## src/rtl/spi_ram_arbiter.sv

```systemverilog
// Arbitrates one single-port RAM between two 10-bit command requesters.
// A requester stays locked from its address command through its data command.
module spi_ram_arbiter #(
    parameter int TIMEOUT = 15,
    parameter int CNT_W   = 4
) (
    input  logic       SCK,
    input  logic       rst,
    input  logic [9:0] req0_data,
    input  logic       req0_valid,
    output logic       req0_ready,
    output logic [7:0] req0_tx_data,
    output logic       req0_tx_valid,
    input  logic [9:0] req1_data,
    input  logic       req1_valid,
    output logic       req1_ready,
    output logic [7:0] req1_tx_data,
    output logic       req1_tx_valid,
    output logic [9:0] ram_din,
    output logic       ram_rx_valid,
    input  logic [7:0] ram_dout,
    input  logic       ram_tx_valid,
    output logic [1:0] grant,
    output logic       rd_timeout
);

    typedef enum logic [1:0] {
        IDLE    = 2'd0,
        PASS    = 2'd1,
        RD_WAIT = 2'd2
    } state_t;

    localparam logic [CNT_W-1:0] TMAX = CNT_W'(TIMEOUT);

    state_t           state_q, state_d;
    logic             owner_q, owner_d;
    logic             last_q, last_d;
    logic [CNT_W-1:0] timer_q, timer_d;
    logic [9:0]       ram_din_q, ram_din_d;
    logic             ram_rx_valid_q, ram_rx_valid_d;
    logic [7:0]       tx0_data_q, tx0_data_d;
    logic [7:0]       tx1_data_q, tx1_data_d;
    logic             tx0_valid_q, tx0_valid_d;
    logic             tx1_valid_q, tx1_valid_d;
    logic             rd_timeout_q, rd_timeout_d;

    logic             own_valid;
    logic [9:0]       own_data;
    logic             timer_max;
    logic [CNT_W-1:0] timer_inc;

    assign own_valid = owner_q ? req1_valid : req0_valid;
    assign own_data  = owner_q ? req1_data  : req0_data;
    assign timer_max = (timer_q == TMAX);
    // Saturating increment: the counter parks at TIMEOUT instead of wrapping.
    assign timer_inc = timer_max ? timer_q : timer_q + 1'b1;

    always_comb begin
        state_d        = state_q;
        owner_d        = owner_q;
        last_d         = last_q;
        timer_d        = timer_q;
        ram_din_d      = ram_din_q;
        ram_rx_valid_d = 1'b0;
        tx0_data_d     = tx0_data_q;
        tx1_data_d     = tx1_data_q;
        tx0_valid_d    = 1'b0;
        tx1_valid_d    = 1'b0;
        rd_timeout_d   = 1'b0;

        unique case (state_q)
            IDLE: begin
                if (req0_valid || req1_valid) begin
                    if (req0_valid && req1_valid) begin
                        owner_d = ~last_q;
                    end else begin
                        owner_d = req1_valid;
                    end
                    state_d = PASS;
                    timer_d = '0;
                end
            end
            PASS: begin
                if (own_valid) begin
                    ram_din_d      = own_data;
                    ram_rx_valid_d = 1'b1;
                    timer_d        = '0;
                    unique case (own_data[9:8])
                        2'b01: begin
                            state_d = IDLE;
                            last_d  = owner_q;
                        end
                        2'b11:   state_d = RD_WAIT;
                        default: state_d = PASS;
                    endcase
                end else if (timer_max) begin
                    state_d = IDLE;
                    last_d  = owner_q;
                end else begin
                    timer_d = timer_inc;
                end
            end
            RD_WAIT: begin
                if (ram_tx_valid) begin
                    if (owner_q) begin
                        tx1_data_d  = ram_dout;
                        tx1_valid_d = 1'b1;
                    end else begin
                        tx0_data_d  = ram_dout;
                        tx0_valid_d = 1'b1;
                    end
                    state_d = IDLE;
                    last_d  = owner_q;
                end else if (timer_max) begin
                    rd_timeout_d = 1'b1;
                    state_d      = IDLE;
                    last_d       = owner_q;
                end else begin
                    timer_d = timer_inc;
                end
            end
            default: state_d = IDLE;
        endcase
    end

    always_ff @(posedge SCK) begin
        if (rst) begin
            state_q        <= IDLE;
            owner_q        <= 1'b0;
            last_q         <= 1'b1;
            timer_q        <= '0;
            ram_din_q      <= '0;
            ram_rx_valid_q <= 1'b0;
            tx0_data_q     <= '0;
            tx1_data_q     <= '0;
            tx0_valid_q    <= 1'b0;
            tx1_valid_q    <= 1'b0;
            rd_timeout_q   <= 1'b0;
        end else begin
            state_q        <= state_d;
            owner_q        <= owner_d;
            last_q         <= last_d;
            timer_q        <= timer_d;
            ram_din_q      <= ram_din_d;
            ram_rx_valid_q <= ram_rx_valid_d;
            tx0_data_q     <= tx0_data_d;
            tx1_data_q     <= tx1_data_d;
            tx0_valid_q    <= tx0_valid_d;
            tx1_valid_q    <= tx1_valid_d;
            rd_timeout_q   <= rd_timeout_d;
        end
    end

    assign req0_ready    = (state_q == PASS) && !owner_q && req0_valid;
    assign req1_ready    = (state_q == PASS) &&  owner_q && req1_valid;
    assign grant[0]      = (state_q != IDLE) && !owner_q;
    assign grant[1]      = (state_q != IDLE) &&  owner_q;
    assign ram_din       = ram_din_q;
    assign ram_rx_valid  = ram_rx_valid_q;
    assign req0_tx_data  = tx0_data_q;
    assign req1_tx_data  = tx1_data_q;
    assign req0_tx_valid = tx0_valid_q;
    assign req1_tx_valid = tx1_valid_q;
    assign rd_timeout    = rd_timeout_q;

endmodule

```

## config.mk

```make
export PLATFORM = sky130hd
export DESIGN_NAME = spi_ram_arbiter
export DESIGN_NICKNAME = d
export VERILOG_FILES = /design/src/rtl/spi_ram_arbiter.sv
export SDC_FILE = /design/constraint.sdc
export NUM_CORES = 1
export LEC_CHECK = 0
export BUFFER_PORTS_ARGS = -buffer_cell sky130_fd_sc_hd__buf_2
export CORE_MARGIN = 4
export CORE_UTILIZATION = 45
export CTS_BUF_LIST = sky130_fd_sc_hd__clkbuf_4
export DETAILED_ROUTE_END_ITERATION = 16
export PLACE_DENSITY = 0.76
export SKIP_LAST_GASP = 1
export SYNTH_ARGS = -nofsm -noshare
export SYNTH_HDL_FRONTEND = slang
export SYNTH_SLANG_ARGS = --single-unit
```

## constraint.sdc

```tcl
create_clock -name SCK -period 2.07 [get_ports SCK]
set_input_delay 0.3105 -clock SCK [delete_from_list [all_inputs] [get_ports SCK]]
set_output_delay 0.3105 -clock SCK [all_outputs]
set_load 0.05 [all_outputs]
```

### Word level (Yosys, flattened, before mapping)

Cells that the tools add are included.

| word-level totals | value |
|---|---|
| logic and storage cells | 70 |
| input port bits | 33 |
| register bits | 38 |
| output and inout bits | 34 |

| cells by class | value |
|---|---|
| mux-type cells | 23 |
| add/sub/neg operators | 1 |
| reduce and logical (&&, ||, !) cells | 22 |
| bitwise gates (word level) | 5 |
| eq/ne operators | 8 |

Operators with widths:

| operator | number |
|---|---|
| 4-bit two-way mux | 4 |
| 4-bit case mux with 3 select lines | 1 |
| 1-bit two-way mux | 10 |
| 10-bit two-way mux | 1 |
| 3-bit AND reduction | 3 |
| 2-bit two-way mux | 4 |
| 1-bit logical AND | 7 |
| 2-bit case mux with 3 select lines | 1 |
| 2-bit AND reduction | 3 |
| 3-bit OR reduction | 2 |
| 1-bit NOT | 5 |
| 4-bit by 1-bit adder with 4-bit output (second input constant) | 1 |
| 2-bit by 1-bit == test with 1-bit output (second input constant) | 2 |
| 2-bit == test (second input constant) | 2 |
| 4-bit == test (second input constant) | 1 |
| 2-bit inequality test (second input constant) | 2 |
| 2-bit case mux with 2 select lines | 1 |
| 2-bit nonzero test | 2 |
| 3-bit by 2-bit inequality test with 1-bit output (second input constant) | 1 |
| 3-bit nonzero test | 1 |
| 2-bit logical NOT | 1 |
| 1-bit case mux with 2 select lines | 1 |
| 2-bit OR reduction | 1 |
| 1-bit logical NOT | 1 |
| 1-bit logical OR | 1 |

### Logic depth before layout (Yosys ltp)

| depth | value |
|---|---|
| depth after elaboration | 5 |
| depth in mapped cells | 8 |
| gate-level depth less buffers | 6 |

### Worst setup path before layout

No wires, ideal clock.

| path | value |
|---|---|
| path kind | register -> output |
| start point | register owner_q |
| end point | output port grant[1] |
| slack | 0.259 ns |
| required time | 1.760 ns |
| arrival time | 1.500 ns |
| stages on the path, launching flop included | 4 |
| buffers on the path | 2 |
| cells stage by stage | dfxtp_1 -> buf_4 -> buf_4 -> nor2b_1 |

| between the ends | value |
|---|---|
| word-level cells in the longest chain between the ends | 1 |

RTL lines:

| element | line | source |
|---|---|---|
| from (decl) | 36 | `logic owner_q, owner_d;` |
| from (signal assigned) | 141 | `owner_q <= owner_d;` |
| 1-bit logical AND | 157 | `assign grant[1] = (state_q != IDLE) && owner_q;` |
| to (decl) | 23 | `output logic [1:0] grant,` |

No other way between the ends.

### Worst setup path after layout

Ends and elaborated chain as after synthesis.

==> results.txt <==
die extent in x = 71.5 µm
vias in the first global route = 1528
sequential share of the synthesized area = 42.0%
RSZ-0062 raised after global routing = no
Slew headroom = 69.0%
DRC viols = 0
Core Rows = 22
crit start category = flip-flop
crit path capture type = output port
Setup violations, final = 0
Net Sw Power = 0.540 mW
Die H = 71.5 µm
hold path cells = 3
CP Max Fanout = 11
share of post-route cells with drive strength above 1 = 34.8%
clock slew at reported path FFs = 0.11 ns
Congestion Overflow GR = 0
CTS max path bufs = 2
final HPWL from detailed placement = 3080 µm
largest net degree at the start of global routing = 21
Synth Area in Simple Gates = 22.3%
final wirelength = 4100 µm
Slew Viols, Final = 0
Pleak = 0.992 nW
Reg2Reg Launch Point = state_q[0]$_SDFFE_PP0P_
CP arrival = 1.64 ns
first-pass GRT wire length = 6780 µm
Avg Synthesized Cell Area = 8.89 µm²
core area = 3770 µm²
Cell Area, Synth = 1810 µm²
post-CTS setup buffers = 0
die area = 5110 µm²
post-synthesis compound-gate area fraction = 19.6%
sequential share of power = 46.9%
combinational fraction of design power = 25.3%
Syn-to-layout area delta = 22.4%
Syn. warnings = 0
CTS tree = yes
largest area contributor in the netlist = dfxtp_1
maximum clock frequency = 0.514 GHz
most frequent cells after synthesis = dfxtp_1, nand2_1, a21oi_1
Seq cells post-synth = 38
GP Congestion = 0.848
Routed Antenna Nets = 0
WP data required = 1.76 ns
syn_nets = 243
main combinational cell family by area after synthesis = simple AND/OR/NAND/NOR gates
worst r2r dst = timer_q[1]$_SDFFE_PP0P_
VDD IR max = 0.520 mV
worst hold path type = input port to flip-flop
internal power = 1.16 mW
synthesized instance count = 204
crit share post-route = 94.0%
diode count = 0
Setup TNS Final = 0 ns
Max-cap violations = 0
Clock Power Share = 27.9%
length in cells of the worst reg-to-reg path = 6
IO Pins = 67
post-synth top area share = 42.0%
switching share of power = 31.8%
ranking of synthesized cells by area = dfxtp_1, nand2_1, a211oi_2, a21oi_1, mux2i_1
Period minus WS final = 1.95 ns
asr flop ratio synth = 0%
WHS Endpoint = req1_tx_data[6]$_SDFFE_PP0P_
initial antenna violation count = 0
GRT Overall Usage = 16.4%
Max H-tree Level = 2
status = finished, final reports clean
Setup Crit Path Kind = flip-flop to output port
post-cts sizing count = 0
final hold vios = 0
drt first pass iters = 4
PwrDens = 765 nW/µm²
Initial Utilization = 48.1%
Adder-Cell Fraction of Synth Area = 4.14%
EDFF count, synth = 0
worst hold slack = 0.217 ns
mux cell area share after synthesis = 6.35%
Util after Layout = 58.9%
final cell count without fillers = 315
most numerous cell in the Yosys netlist = dfxtp_1
clk root buf = clkbuf_4
Total Power = 1.70 mW
worst slew pin tran = 0.464 ns
initial drt markers = 80
Via Count = 1608
Worst Skew = 0.00363 ns
Synth Flop Type = dfxtp_1
clock sink total = 38
port bufs = 66
fin nets = 306
WL per Instance = 13.0 µm
Hold Crit Start = ram_dout[6]
fill count = 353
Placed Cells = 308
reg-to-reg slack, setup = 0.29 ns
# hold bufs at CTS = 0
Vias/cell = 5.10
Clk Latency, worst-skew pair = 0.33 ns
Synth cell types = 45
post-synthesis xor/xnor area fraction = 0%
CTS buffer count = 5
==> registers in the layout, summed over array words and instances (netlist names), 2 cells and up <==
signal        flops
req1_tx_data      8
req0_tx_data      8
timer_q           4
ram_din          10
state_q           2
==> cells by family (layout without fill, tap and decap cells) <==
logic type	count (synthesis)	after routing
buf+inv	19	82
flops	38	38
compound gates	46	46
mux	11	11
fa+ha+maj	6	6
simple gates	84	84
==> critical path: stages, from the launching register on <==
cell     delay (ns)
dfxtp_1        0.62
buf_4          0.24
nor2b_1        0.15
buf_2          0.28
==> layout make-up <==
type,count,area (µm²),area share (%)
clock inverters,2,33.8,1.52
well taps,48,60.1,2.71
flip-flops and latches,38,761,34.3
multi-input cells,147,952,42.9
repair buffers,69,353,15.9
clock buffers,5,37.5,1.69
inverters,6,22.5,1.01
==> per-layer routing <==
metal	global-route usage, %	vias up	wire (µm)
met2	24.8	64	1750
met5	0	-	0
met1	21.7	706	1910
met4	6.89	0	45
met3	5.05	7	386
li1	-	831	-
==> metrics by stage <==
step                      setup WS, ns  area [µm²]
after global placement           0.350        2150
after CTS                        0.109        2220
after detailed placement         0.292        2150
after floorplan                  0.259        1810
after global routing            0.0138        2220
final                            0.124        2220
==> worst max-delay path by stage <==
stage / from / end / slack, ns / depth (start not counted)
4_1_cts: state_q[1]$_SDFFE_PP0P_ / req1_ready / 0.11 / 5
5_1_grt: owner_q$_SDFFE_PP0P_ / grant[1] / 0.01 / 3
6_report: owner_q$_SDFFE_PP0P_ / grant[1] / 0.12 / 3
3_5_place_dp: state_q[1]$_SDFFE_PP0P_ / last_q$_SDFFE_PP1P_ / 0.29 / 6
3_3_place_gp: state_q[1]$_SDFFE_PP0P_ / last_q$_SDFFE_PP1P_ / 0.35 / 6
2_1_floorplan: owner_q$_SDFFE_PP0P_ / grant[1] / 0.26 / 3
==> power by group through the flow <==
stage | Sequential (mW) | Clock [mW] | Combinational (mW)
final | 0.796 | 0.473 | 0.429
after global routing | 0.803 | 0.521 | 0.462
after CTS | 0.795 | 0.489 | 0.429
after detailed placement | 0.812 | 0 | 0.426
after global placement | 0.811 | 0 | 0.420
after floorplan | 0.897 | 0 | 0.246
==> cells in the final DEF (no fill, tap or decap), types with 2 or more instances in the layout <==
master	Yosys	final
nor3_1	3	3
nor2_1	18	18
mux2i_1	10	10
inv_1	6	6
ha_1	6	5
buf_2	2	66
nor2b_1	2	2
a31o_2	2	2
dfxtp_1	38	38
nand3b_1	3	3
and3_1	5	5
clkbuf_4	0	5
nand3_1	4	4
nand2_1	36	36
nor3b_1	2	2
a32oi_1	2	2
o21ai_0	2	2
a21oi_1	21	21
buf_4	2	3
a211oi_2	9	9
Power figures use the tool's default switching activity.
